## config.mk

```make
export PLATFORM = sky130hd
export DESIGN_NAME = ahb_bridge_req_arbiter
export DESIGN_NICKNAME = d
export VERILOG_FILES = /design/src/rtl/ahb_bridge_req_arbiter.sv
export SDC_FILE = /design/constraint.sdc
export NUM_CORES = 1
export LEC_CHECK = 0
export CORE_AREA = 2 2 110 112
export CTS_BUF_LIST = sky130_fd_sc_hd__clkbuf_8
export DETAILED_ROUTE_END_ITERATION = 10
export DIE_AREA = 0 0 112 114
export GPL_TIMING_DRIVEN = 0
export MAX_ROUTING_LAYER = met4
export PLACE_DENSITY = 0.71
export RECOVER_POWER = 100
export SKIP_LAST_GASP = 1
export SLEW_MARGIN = 40
export SYNTH_ARGS = -nofsm -noshare
export SYNTH_HDL_FRONTEND = slang
export SYNTH_SLANG_ARGS = --single-unit
```

## constraint.sdc

```tcl
create_clock -name i_clk_src -period 2.6 [get_ports i_clk_src]
set_input_delay 0.39 -clock i_clk_src [delete_from_list [all_inputs] [get_ports i_clk_src]]
set_output_delay 0.39 -clock i_clk_src [all_outputs]
set_load 0.05 [all_outputs]
```

## src/rtl/ahb_bridge_req_arbiter.sv

```systemverilog
// Round-robin arbiter sharing the bridge AHB slave port among N_MST hold-until-done requesters.
// Latency: request in cycle 0 -> address phase cycle 1 -> data phase and o_done cycle 2 (no waits).
// Backpressure: i_hreadyout low stalls ADDR/DATA one cycle each; i_sleep_req blocks new grants.
module ahb_bridge_req_arbiter #(
  parameter int N_MST      = 2,
  parameter int DATA_WIDTH = 32,
  parameter int ADDR_WIDTH = 32
) (
  input  logic                          i_clk_src,
  input  logic                          i_rstn_src,
  input  logic [N_MST-1:0]              i_req,
  input  logic [N_MST-1:0]              i_write,
  input  logic [3*N_MST-1:0]            i_size,
  input  logic [ADDR_WIDTH*N_MST-1:0]   i_addr,
  input  logic [DATA_WIDTH*N_MST-1:0]   i_wdata,
  output logic [N_MST-1:0]              o_done,
  output logic                          o_err,
  output logic [DATA_WIDTH-1:0]         o_rdata,
  output logic [N_MST-1:0]              o_grant,
  input  logic                          i_sleep_req,
  output logic                          o_sleep_ack,
  output logic                          o_hselx,
  output logic                          o_htrans,
  output logic                          o_hwrite,
  output logic [2:0]                    o_hsize,
  output logic [ADDR_WIDTH-1:0]         o_haddr,
  output logic [DATA_WIDTH-1:0]         o_hwdata,
  output logic                          o_hready,
  input  logic                          i_hreadyout,
  input  logic                          i_hresp,
  input  logic [DATA_WIDTH-1:0]         i_hrdata
);

  localparam int IW = (N_MST > 1) ? $clog2(N_MST) : 1;

  typedef enum logic [1:0] {IDLE, ADDR, DATA} state_t;

  state_t                 state, state_nxt;
  logic [IW-1:0]          owner, owner_nxt;
  logic [IW-1:0]          rr_ptr, rr_ptr_nxt;
  logic [IW-1:0]          pick;
  logic                   pick_vld;
  logic [IW:0]            pick_sum;
  logic [2*N_MST-1:0]     req_rot;
  logic [N_MST-1:0]       owner_oh;

  // Rotate the request vector so bit 0 is the requester at rr_ptr; doubling avoids a wrap special case.
  assign req_rot  = {i_req, i_req} >> rr_ptr;
  assign owner_oh = N_MST'(1) << owner;
  assign o_hready = i_hreadyout;

  // Lowest set bit of the rotated vector, mapped back to an absolute requester index.
  always_comb begin
    pick_vld = 1'b0;
    pick_sum = '0;
    for (int k = N_MST - 1; k >= 0; k--) begin
      if (req_rot[k]) begin
        pick_vld = 1'b1;
        pick_sum = {1'b0, rr_ptr} + (IW+1)'(k);
      end
    end
    if (pick_sum >= (IW+1)'(N_MST)) begin
      pick_sum = pick_sum - (IW+1)'(N_MST);
    end
    pick = pick_sum[IW-1:0];
  end

  // State, owner and round-robin pointer registers.
  always_ff @(posedge i_clk_src or negedge i_rstn_src) begin
    if (!i_rstn_src) begin
      state  <= IDLE;
      owner  <= '0;
      rr_ptr <= '0;
    end else begin
      state  <= state_nxt;
      owner  <= owner_nxt;
      rr_ptr <= rr_ptr_nxt;
    end
  end

  // Sleep acknowledge: only asserted from IDLE so no transfer is ever in flight when it is high.
  always_ff @(posedge i_clk_src or negedge i_rstn_src) begin
    if (!i_rstn_src) begin
      o_sleep_ack <= 1'b0;
    end else if (!i_sleep_req) begin
      o_sleep_ack <= 1'b0;
    end else if (state == IDLE) begin
      o_sleep_ack <= 1'b1;
    end
  end

  // Next-state logic and AHB/requester outputs; everything idles at zero outside its phase.
  always_comb begin
    state_nxt  = state;
    owner_nxt  = owner;
    rr_ptr_nxt = rr_ptr;
    o_hselx    = 1'b0;
    o_htrans   = 1'b0;
    o_hwrite   = 1'b0;
    o_hsize    = 3'd0;
    o_haddr    = '0;
    o_hwdata   = '0;
    o_done     = '0;
    o_rdata    = '0;
    o_err      = 1'b0;
    o_grant    = '0;
    case (state)
      IDLE: begin
        if (!i_sleep_req && pick_vld) begin
          owner_nxt = pick;
          state_nxt = ADDR;
        end
      end
      ADDR: begin
        o_hselx  = 1'b1;
        o_htrans = 1'b1;
        o_hwrite = i_write[owner];
        o_hsize  = i_size[3*int'(owner) +: 3];
        o_haddr  = i_addr[ADDR_WIDTH*int'(owner) +: ADDR_WIDTH];
        o_grant  = owner_oh;
        if (i_hreadyout) begin
          state_nxt = DATA;
        end
      end
      DATA: begin
        o_hwdata = i_wdata[DATA_WIDTH*int'(owner) +: DATA_WIDTH];
        o_grant  = owner_oh;
        if (i_hreadyout) begin
          o_done     = owner_oh;
          o_rdata    = i_hrdata;
          o_err      = i_hresp;
          rr_ptr_nxt = (owner == IW'(N_MST - 1)) ? '0 : owner + IW'(1);
          state_nxt  = IDLE;
        end
      end
      default: state_nxt = IDLE;
    endcase
  end

endmodule

```

Word level (Yosys, flattened, before mapping)
Index checks and enable logic that the tools add are counted.
{"block": "totals", "reg_bits": 5, "out_inout_bits": 109, "input_bits": 175, "elab_cells": 54}
{"block": "classes", "n_mul": 1, "addsub": 3, "n_lt_le_gt_ge": 2, "n_reduce_logical": 7, "eq_ne": 6, "shift": 5, "n_mux": 26}
{"op": "$mux W32", "n": 4}
{"op": "$shiftx A64 B7 Y32", "n": 2}
{"op": "$mux W2", "n": 8}
{"op": "$mux W1", "n": 12}
{"op": "$pmux W2 S3", "n": 1}
{"op": "$shiftx A6 B4 Y3", "n": 1}
{"op": "$ne A2 B1 Y1 const B", "n": 2}
{"op": "$ne A2 B2 Y1 const B", "n": 2}
{"op": "$reduce_and A2 Y1", "n": 2}
{"op": "$shr A4 B1 Y2", "n": 1}
{"op": "$mul A2 B1 Y3 const A", "n": 1}
{"op": "$mux W3", "n": 1}
{"op": "$reduce_and A3 Y1", "n": 1}
{"op": "$add A1 B1 Y2 const B", "n": 1}
{"op": "$eq A2 B1 Y1 const B", "n": 1}
{"op": "$eq A2 B2 Y1 const B", "n": 1}
{"op": "$ge A2 B2 Y1 const B", "n": 1}
{"op": "$logic_not A2 Y1", "n": 1}
{"op": "$lt A1 B2 Y1 const B", "n": 1}
{"op": "$reduce_or A2 Y1", "n": 1}
{"op": "$shl A1 B1 Y2 const A", "n": 1}
{"op": "$add A1 B1 Y1 const B", "n": 1}
{"op": "$logic_and A1 B1 Y1", "n": 1}
{"op": "$logic_not A1 Y1", "n": 1}
{"op": "$sub A1 B1 Y1 const B", "n": 1}

Logic depth before layout (Yosys ltp)
Gate-level depths: netlist of the first run.
{"block": "logic_depth", "ltp_word": 6, "mapped_depth": 6}

Worst setup path before layout of the first run
Ideal clock, no wire load.
{"block": "synth_timing", "kind": "flip-flop to output port", "start": "reg state[1]", "end": "out o_haddr[10]", "stages_incl_launch_ff": 6, "n_path_buf": 2, "arrival_ps": 2101, "slack_ps": 109, "required_ps": 2210, "cell_sequence": "dfrtp_1 > inv_1 > ha_1 > buf_6 > clkbuf_1 > nor2b_1"}
{"block": "synth_between", "elab_chain_cells": 2}
{"item": "start: declaration", "line": "38", "source": "state_t state, state_nxt;"}
{"item": "start signal: assignment", "line": "75", "source": "state <= state_nxt;"}
{"item": "$eq A2 B1 Y1", "line": "107", "source": "case (state)"}
{"item": "$mux W32", "line": "107"}
{"item": "end: declaration", "line": "26", "source": "output logic [ADDR_WIDTH-1:0] o_haddr,"}
Every way passes these cells.

Final worst setup path of the first run
{"block": "layout_timing", "start": "in i_hreadyout", "end": "out o_rdata[10]"}
{"block": "layout_between", "elab_chain_cells": 2}
{"item": "start: declaration", "line": "29", "source": "input logic i_hreadyout,"}
{"item": "$mux W32", "line": "128", "source": "if (i_hreadyout) begin"}
{"item": "$mux W32", "line": "107"}
{"item": "end: declaration", "line": "18", "source": "output logic [DATA_WIDTH-1:0] o_rdata,"}
Every way passes these cells.

==> results of run 1 <==
sequential cells by signal (all words and copies together) (netlist names):
signal and count:
o_sleep_ack 1, state 2, rr_ptr 1, owner 1
path summary, 6_finish.rpt:
check | start | end | slack (ns) | cells past startpoint
hold / removal | i_rstn_src | state[1] | 0.46 | 1
setup reg to reg | state[1] | state[1] | 0.95 | 6
max in group asynchronous | i_rstn_src | owner | 1.94 | 1
setup / recovery | i_hreadyout | o_rdata[10] | 0.02 | 4
min in group i_clk_src | rr_ptr | rr_ptr | 0.48 | 1
hold reg to reg | rr_ptr | rr_ptr | 0.48 | 1
critical path, cell delays in order:
cell and delay, ns:
dlygate4sd3_1 0.77, clkbuf_1 0.31, and3_1 0.21, clkdlybuf4s15_1 0.50
cells by family (layout without fill, tap and decap cells):
family,after synthesis,count (layout),share of synthesized area (%)
buffers and inverters,26,313,9.56
adders and majority gates,4,4,2.81
DFF,5,5,7.03
and+or+nand+nor,108,108,37.5
muxes,69,69,39.1
AOI/OAI and AO/OA,9,9,4.01
power by group through the flow:
stage | Combinational [W] | Clock, W | Sequential, W
detailed placement | 0.00394 | 0 | 0.000132
finish | 0.00364 | 0.000147 | 0.000131
global route | 0.00383 | 0.000153 | 0.000135
CTS | 0.00375 | 0.000150 | 0.000131
global placement | 0.00391 | 0 | 0.000131
floorplan | 0.00265 | 0 | 0.000144
metrics by stage:
step           utilization [%]  total power [W]  setup slack (ns)  cells  hold slack, ns
3_3_place_gp              41.0          0.00404            -0.292    651           0.464
4_1_cts                   40.7          0.00404           -0.0781    655           0.398
5_1_grt                   38.5          0.00412            -0.125    655           0.483
6_report                  38.5          0.00392            0.0210    655           0.461
3_5_place_dp              41.0          0.00407            -0.306    651           0.473
2_1_floorplan                -          0.00279             0.109    221          0.0944
area by class of cell:
type,count,area (um^2),area share (%)
Inverter,2,7.51,0.167
Timing Repair Buffer,283,2500,55.4
Tap cell,147,184,4.08
Buffer,24,165,3.67
Clock inverter,1,3.75,0.0833
Clock buffer,3,41.3,0.917
Multi-Input combinational cell,190,1480,32.9
Sequential cell,5,125,2.78
cells in the final DEF (no fill, tap or decap), drive strengths merged:
| cell | n |
|---|---|
| mux2i | 68 |
| and3 | 34 |
| ha | 4 |
| dlygate4sd3 | 7 |
| o21a | 2 |
| o21bai | 1 |
| a21o | 1 |
| clkdlybuf4s15 | 22 |
| o21ba | 1 |
| mux2 | 1 |
| o21ai | 1 |
| buf | 13 |
| a21oi | 2 |
| clkdlybuf4s50 | 178 |
| a31oi | 1 |
| clkbuf | 81 |
| and2 | 1 |
| dfrtp | 5 |
| inv | 3 |
| dlygate4sd2 | 9 |
| nand2 | 2 |
| nor2b | 70 |
| nor2 | 1 |
routing by layer:
metal,wire (um),up-vias
met5,0,-
met4,102,0
met3,489,11
met2,5060,107
met1,4360,1202
li1,-,1330
==> run_results.csv, run 1 <==
group,metric,value,unit
clock_tree,cts_setup_buffers,0,
grt,overflow,0,
clock_tree,root_buffer,"clkbuf_8",
yosys,synth_nets,400,
floorplan,row_count,40,
place,port_buffers,283,
clock_tree,clockBufferDepth,2,
worst_setup_path,crit_type,"in2out",
worst_setup_path,cp-start-kind,"input pin",
power_and_ir_drop,p_per_area,871,nW/um^2
place,dpl_cell_area,4800,um^2
clock_tree,cts_max_level,1,
sta,hold_viol,0,
sta,rsz0062_at_grt,"true",
grt,grt_max_degree,11,
floorplan,initial_core_util,15.2,%
clock_tree,postCtsHoldBufs,0,
cells_and_area,final_layout_size_suffix_gt1_share,18.7,%
yosys,synth_flop_cell,"dfrtp_1",
cells_and_area,layout-area-overhead-vs-synth,153,%
drt,drt_wl_total,10.0,mm
drt,via_per_inst,4.05,
floorplan,dieArea,12800,um^2
drt,ant_nets,0,
yosys,synth.top_cells.by_count,"nor2b_1 (70), mux2i_1 (68), and3_1 (34)",
place,gp_congestion,0.927,
worst_setup_path,required,2.21,ns
drt,vias,2650,
cells_and_area,fill_cells,1242,
floorplan,die_y,114,um
worst_setup_path,path_max_fanout,10,
worst_setup_path,crit_path_end_kind,"output pin",
worst_setup_path,cp.arrival,2.19,ns
clock_tree,clkSlewWorstSetupHoldPaths,0.04,ns
clock_tree,cts_buffers,3,
grt,met3_usage,1.81,%
yosys,seq_area_frac_synth,7.03,%
grt,antenna_found_initial,0,
yosys,yosys.area.top_type_share,38.2,%
sta,setup_viol,0,
drt,first_pass_iters,4,
power_and_ir_drop,sw_frac_of_total,61.2,%
floorplan,io_pins,284,
sta,fmax,388,MHz
power_and_ir_drop,pwr-share-seq,3.3,%
drt,remaining_drc_errors,0,
yosys,synth_cell_type_count,22,
grt,track_usage,14.5,%
sta,fin_skew,0.00121,ns
power_and_ir_drop,p_clk_share,3.8,%
power_and_ir_drop,power.switching,0.00240,W
worst_hold_path,min_path_type,"in2async",
yosys,yosys.area.top_type,"mux2i_1",
drt,drt-initial-drc-count,81,
cells_and_area,nets,688,
sta,period_share,99.2,%
clock_tree,cts_tree,"yes",
yosys,yosysWarnings,0,
power_and_ir_drop,power.internal,0.00152,W
power_and_ir_drop,vdd_drop_max,0.000762,V
clock_tree,clk_latency,0.23,ns
sta,worstMarginPinSlew,0.612,ns
sta,fin_crit,2.58,ns
place,hpwlAfterDp,8.57,mm
yosys,async_reset_ff_share,100,%
sta,slew_headroom,59.4,%
yosys,synth_edf_count,0,
job,drv_cap,0,
sta,fin_setup_tns,0,ns
yosys,avgSynthCellArea,8.06,um^2
yosys,syn-cell-area,1780,um^2
grt,grt_pass1_wl,14.6,mm
grt,use_met1,18.6,%
floorplan,design.core.area,11700,um^2
sta,slew_viol_final,0,
drt,routedWlPerCell,15.3,um
cells_and_area,design_area,4500,um^2
yosys,synth_area_leaders,"mux2i_1 (38%), nor2b_1 (25%), and3_1 (12%)",
grt,grtUsageMet2,24.8,%
clock_tree,cts_resized,137,
grt,grt_pass1_vias,2745,
yosys,yosysMostFrequentCell,"nor2b_1",
power_and_ir_drop,comb_power_share,92.9,%
cells_and_area,antenna_cells,0,
grt,top_usage_layer,"met2",
yosys,ys_ff_latch,5,
power_and_ir_drop,p_leak,2.21,nW
floorplan,die_w,112,um
clock_tree,clock_sinks,5,
outcome,status,"complete, no violations",
yosys,postSynthCellCount,221,
No activity file was read; power rests on OpenSTA's default activity.
==> inputs of run 2 (changes only) <==
--- a/config.mk
+++ b/config.mk
@@ -18,3 +18,4 @@
 export SYNTH_ARGS = -nofsm -noshare
 export SYNTH_HDL_FRONTEND = slang
 export SYNTH_SLANG_ARGS = --single-unit
+export TNS_END_PERCENT = 5
==> run_results.csv, run 2 (synthesis gave the netlist of run 1 again) <==
group,metric,value,unit
place,port_buffers,283,
cells_and_area,largest_register_ffs,2,
floorplan,row_count,40,
worst_hold_path,min_path_type,"in2async",
floorplan,dieArea,12800,um^2
sta,fin_setup_tns,-9.45,ns
place,gp_congestion,0.927,
cells_and_area,antenna_cells,0,
sta,fmax,350,MHz
power_and_ir_drop,vdd_drop_max,0.000763,V
grt,antenna_found_initial,0,
cells_and_area,nets,688,
sta,fin_skew,0.00141,ns
worst_setup_path,required,2.21,ns
worst_setup_path,cp.arrival,2.47,ns
cells_and_area,layout-area-overhead-vs-synth,170,%
clock_tree,clockBufferDepth,2,
power_and_ir_drop,power,0.00410,W
sta,setup_slack,-0.261,ns
cells_and_area,utilization,41.0,%
worst_setup_path,crit_top_cell,"clkdlybuf4s50_1",
sta,setup_viol,61,
worst_setup_path,cp-start-kind,"input pin",
sta,slew_viol_final,0,
grt,grt_pass1_wl,14.5,mm
outcome,status,"finished with violations",
drt,drt-initial-drc-count,75,
sta,period_share,110,%
grt,overflow,0,
place,hpwlAfterDp,8.57,mm
job,drv_cap,0,
worst_setup_path,r2r_setup_slack,0.95,ns
sta,slew_headroom,62.3,%
cells_and_area,final_common_cell,"clkdlybuf4s50_1",
clock_tree,cts_resized,38,
grt,grt_max_degree,11,
cells_and_area,final_layout_size_suffix_gt1_share,5.12,%
place,dpl_cell_area,4800,um^2
clock_tree,cts_buffers,3,
worst_setup_path,crit_type,"in2out",
worst_setup_path,slowest_stage,"clkdlybuf4s50_1",
drt,routedWlPerCell,15.3,um
clock_tree,postCtsHoldBufs,0,
cells_and_area,mostFrequentLayoutCells,"clkdlybuf4s50_1 (237), nor2b_1 (70), mux2i_1 (68), and3_1 (34), dlygate4sd2_1 (29)",
worst_setup_path,crit_path_end_kind,"output pin",
sta,rsz0062_at_grt,"true",
power_and_ir_drop,p_leak,2.30,nW
clock_tree,clkSlewWorstSetupHoldPaths,0.04,ns
sta,hold_viol,0,
worst_setup_path,worstRegToRegCells,6,
drt,vias,2676,
cells_and_area,design_area,4800,um^2
power_and_ir_drop,p_per_area,853,nW/um^2
sta,fin_crit,2.86,ns
place,post-place-ws,-0.306,ns
cells_and_area,regMostFlops,"state",
clock_tree,cts_tree,"yes",
worst_setup_path,path_max_fanout,10,
sta,worstMarginPinSlew,0.568,ns
drt,ant_nets,0,
clock_tree,cts_setup_buffers,0,
drt,first_pass_iters,4,
worst_setup_path,path_cells,"clkdlybuf4s50_1 > clkbuf_1 > and3_1 > clkdlybuf4s50_1",
floorplan,die_y,114,um
floorplan,initial_core_util,15.2,%
outcome,violations,"negative setup slack",
drt,remaining_drc_errors,0,
clock_tree,cts_max_level,1,
drt,drt_wl_total,10.0,mm
floorplan,design.core.area,11700,um^2
grt,grt_pass1_vias,2728,
clock_tree,clk_latency,0.23,ns
grt,track_usage,14.4,%
floorplan,io_pins,284,
drt,via_per_inst,4.09,
worst_setup_path,slowest_delay,0.82,ns
clock_tree,root_buffer,"clkbuf_8",
floorplan,die_w,112,um
clock_tree,clock_sinks,5,
==> run 2: changes by cell type in the layout (fill, tap and decap cells not counted) <==
cell             previous run  this run
clkbuf_2                   66         5
clkdlybuf4s15_2             9         3
buf_4                       3         4
clkbuf_1                   10         9
dlygate4sd2_1               9        29
buf_2                       3         2
clkdlybuf4s50_1           178       237
dlygate4sd3_1               7         6
dlymetal6s2s_1              0         5
clkdlybuf4s15_1            13         0
clkbuf_4                    2         0
==> run 2: worst paths after layout <==
check,from,to
max,i_hreadyout,o_rdata[2]
min,i_rstn_src,state[1]
max reg2reg,state[1],state[1]
min reg2reg,rr_ptr,rr_ptr
max in group asynchronous,i_rstn_src,owner
min in group i_clk_src,rr_ptr,rr_ptr
==> run 2: where the power goes <==
part	internal (W)	leakage [nW]	total, W	switching (W)
Sequential	0.000112	0.0622	0.000131	0.0000195
Combinational	0.00149	2.21	0.00382	0.00233
Clock	0.000102	0.0269	0.000148	0.0000459
Total	0.00170	2.30	0.00410	0.00240
==> run 2: layout make-up <==
cell class,count,area (um^2)
fillers,1185,6910
repair buffers,283,2800
multi-input cells,190,1480
well taps,147,184
plain buffers,24,163
flip-flops and latches,5,125
clock buffers,3,41.3
inverters,2,7.51
clock inverters,1,3.75
==> run 2: critical path: cells and delay by family <==
| family | cells | cell delay (ns) |
|---|---|---|
| buf+inv | 3 | 1.86 |
| simple gates | 1 | 0.21 |
==> run 2: layer usage <==
metal | share of wire [%] | vias up | GRT usage, % | wire length [um]
met5 | 0 | - | - | 0
met4 | 1.2 | 0 | 2.68 | 121
met3 | 5.3 | 13 | 1.86 | 532
met2 | 51 | 109 | 24.4 | 5080
met1 | 43 | 1226 | 18.6 | 4290
li1 | - | 1328 | - | -
==> run 2: stage by stage <==
stage / hold WS [ns] / instances
after global routing: 0.483 / 655
final: 0.460 / 655
after detailed placement: 0.473 / 651
after global placement: 0.464 / 651
after floorplan: 0.0944 / 221
after CTS: 0.398 / 655
==> inputs of run 3 (changes only) <==
--- a/config.mk
+++ b/config.mk
@@ -5,6 +5,7 @@
 export SDC_FILE = /design/constraint.sdc
 export NUM_CORES = 1
 export LEC_CHECK = 0
+export CAP_MARGIN = 5
 export CORE_AREA = 2 2 110 112
 export CTS_BUF_LIST = sky130_fd_sc_hd__clkbuf_8
 export DETAILED_ROUTE_END_ITERATION = 10
==> results of run 3 <==
Final layout, timing and power as in run 2 (identical DEF).
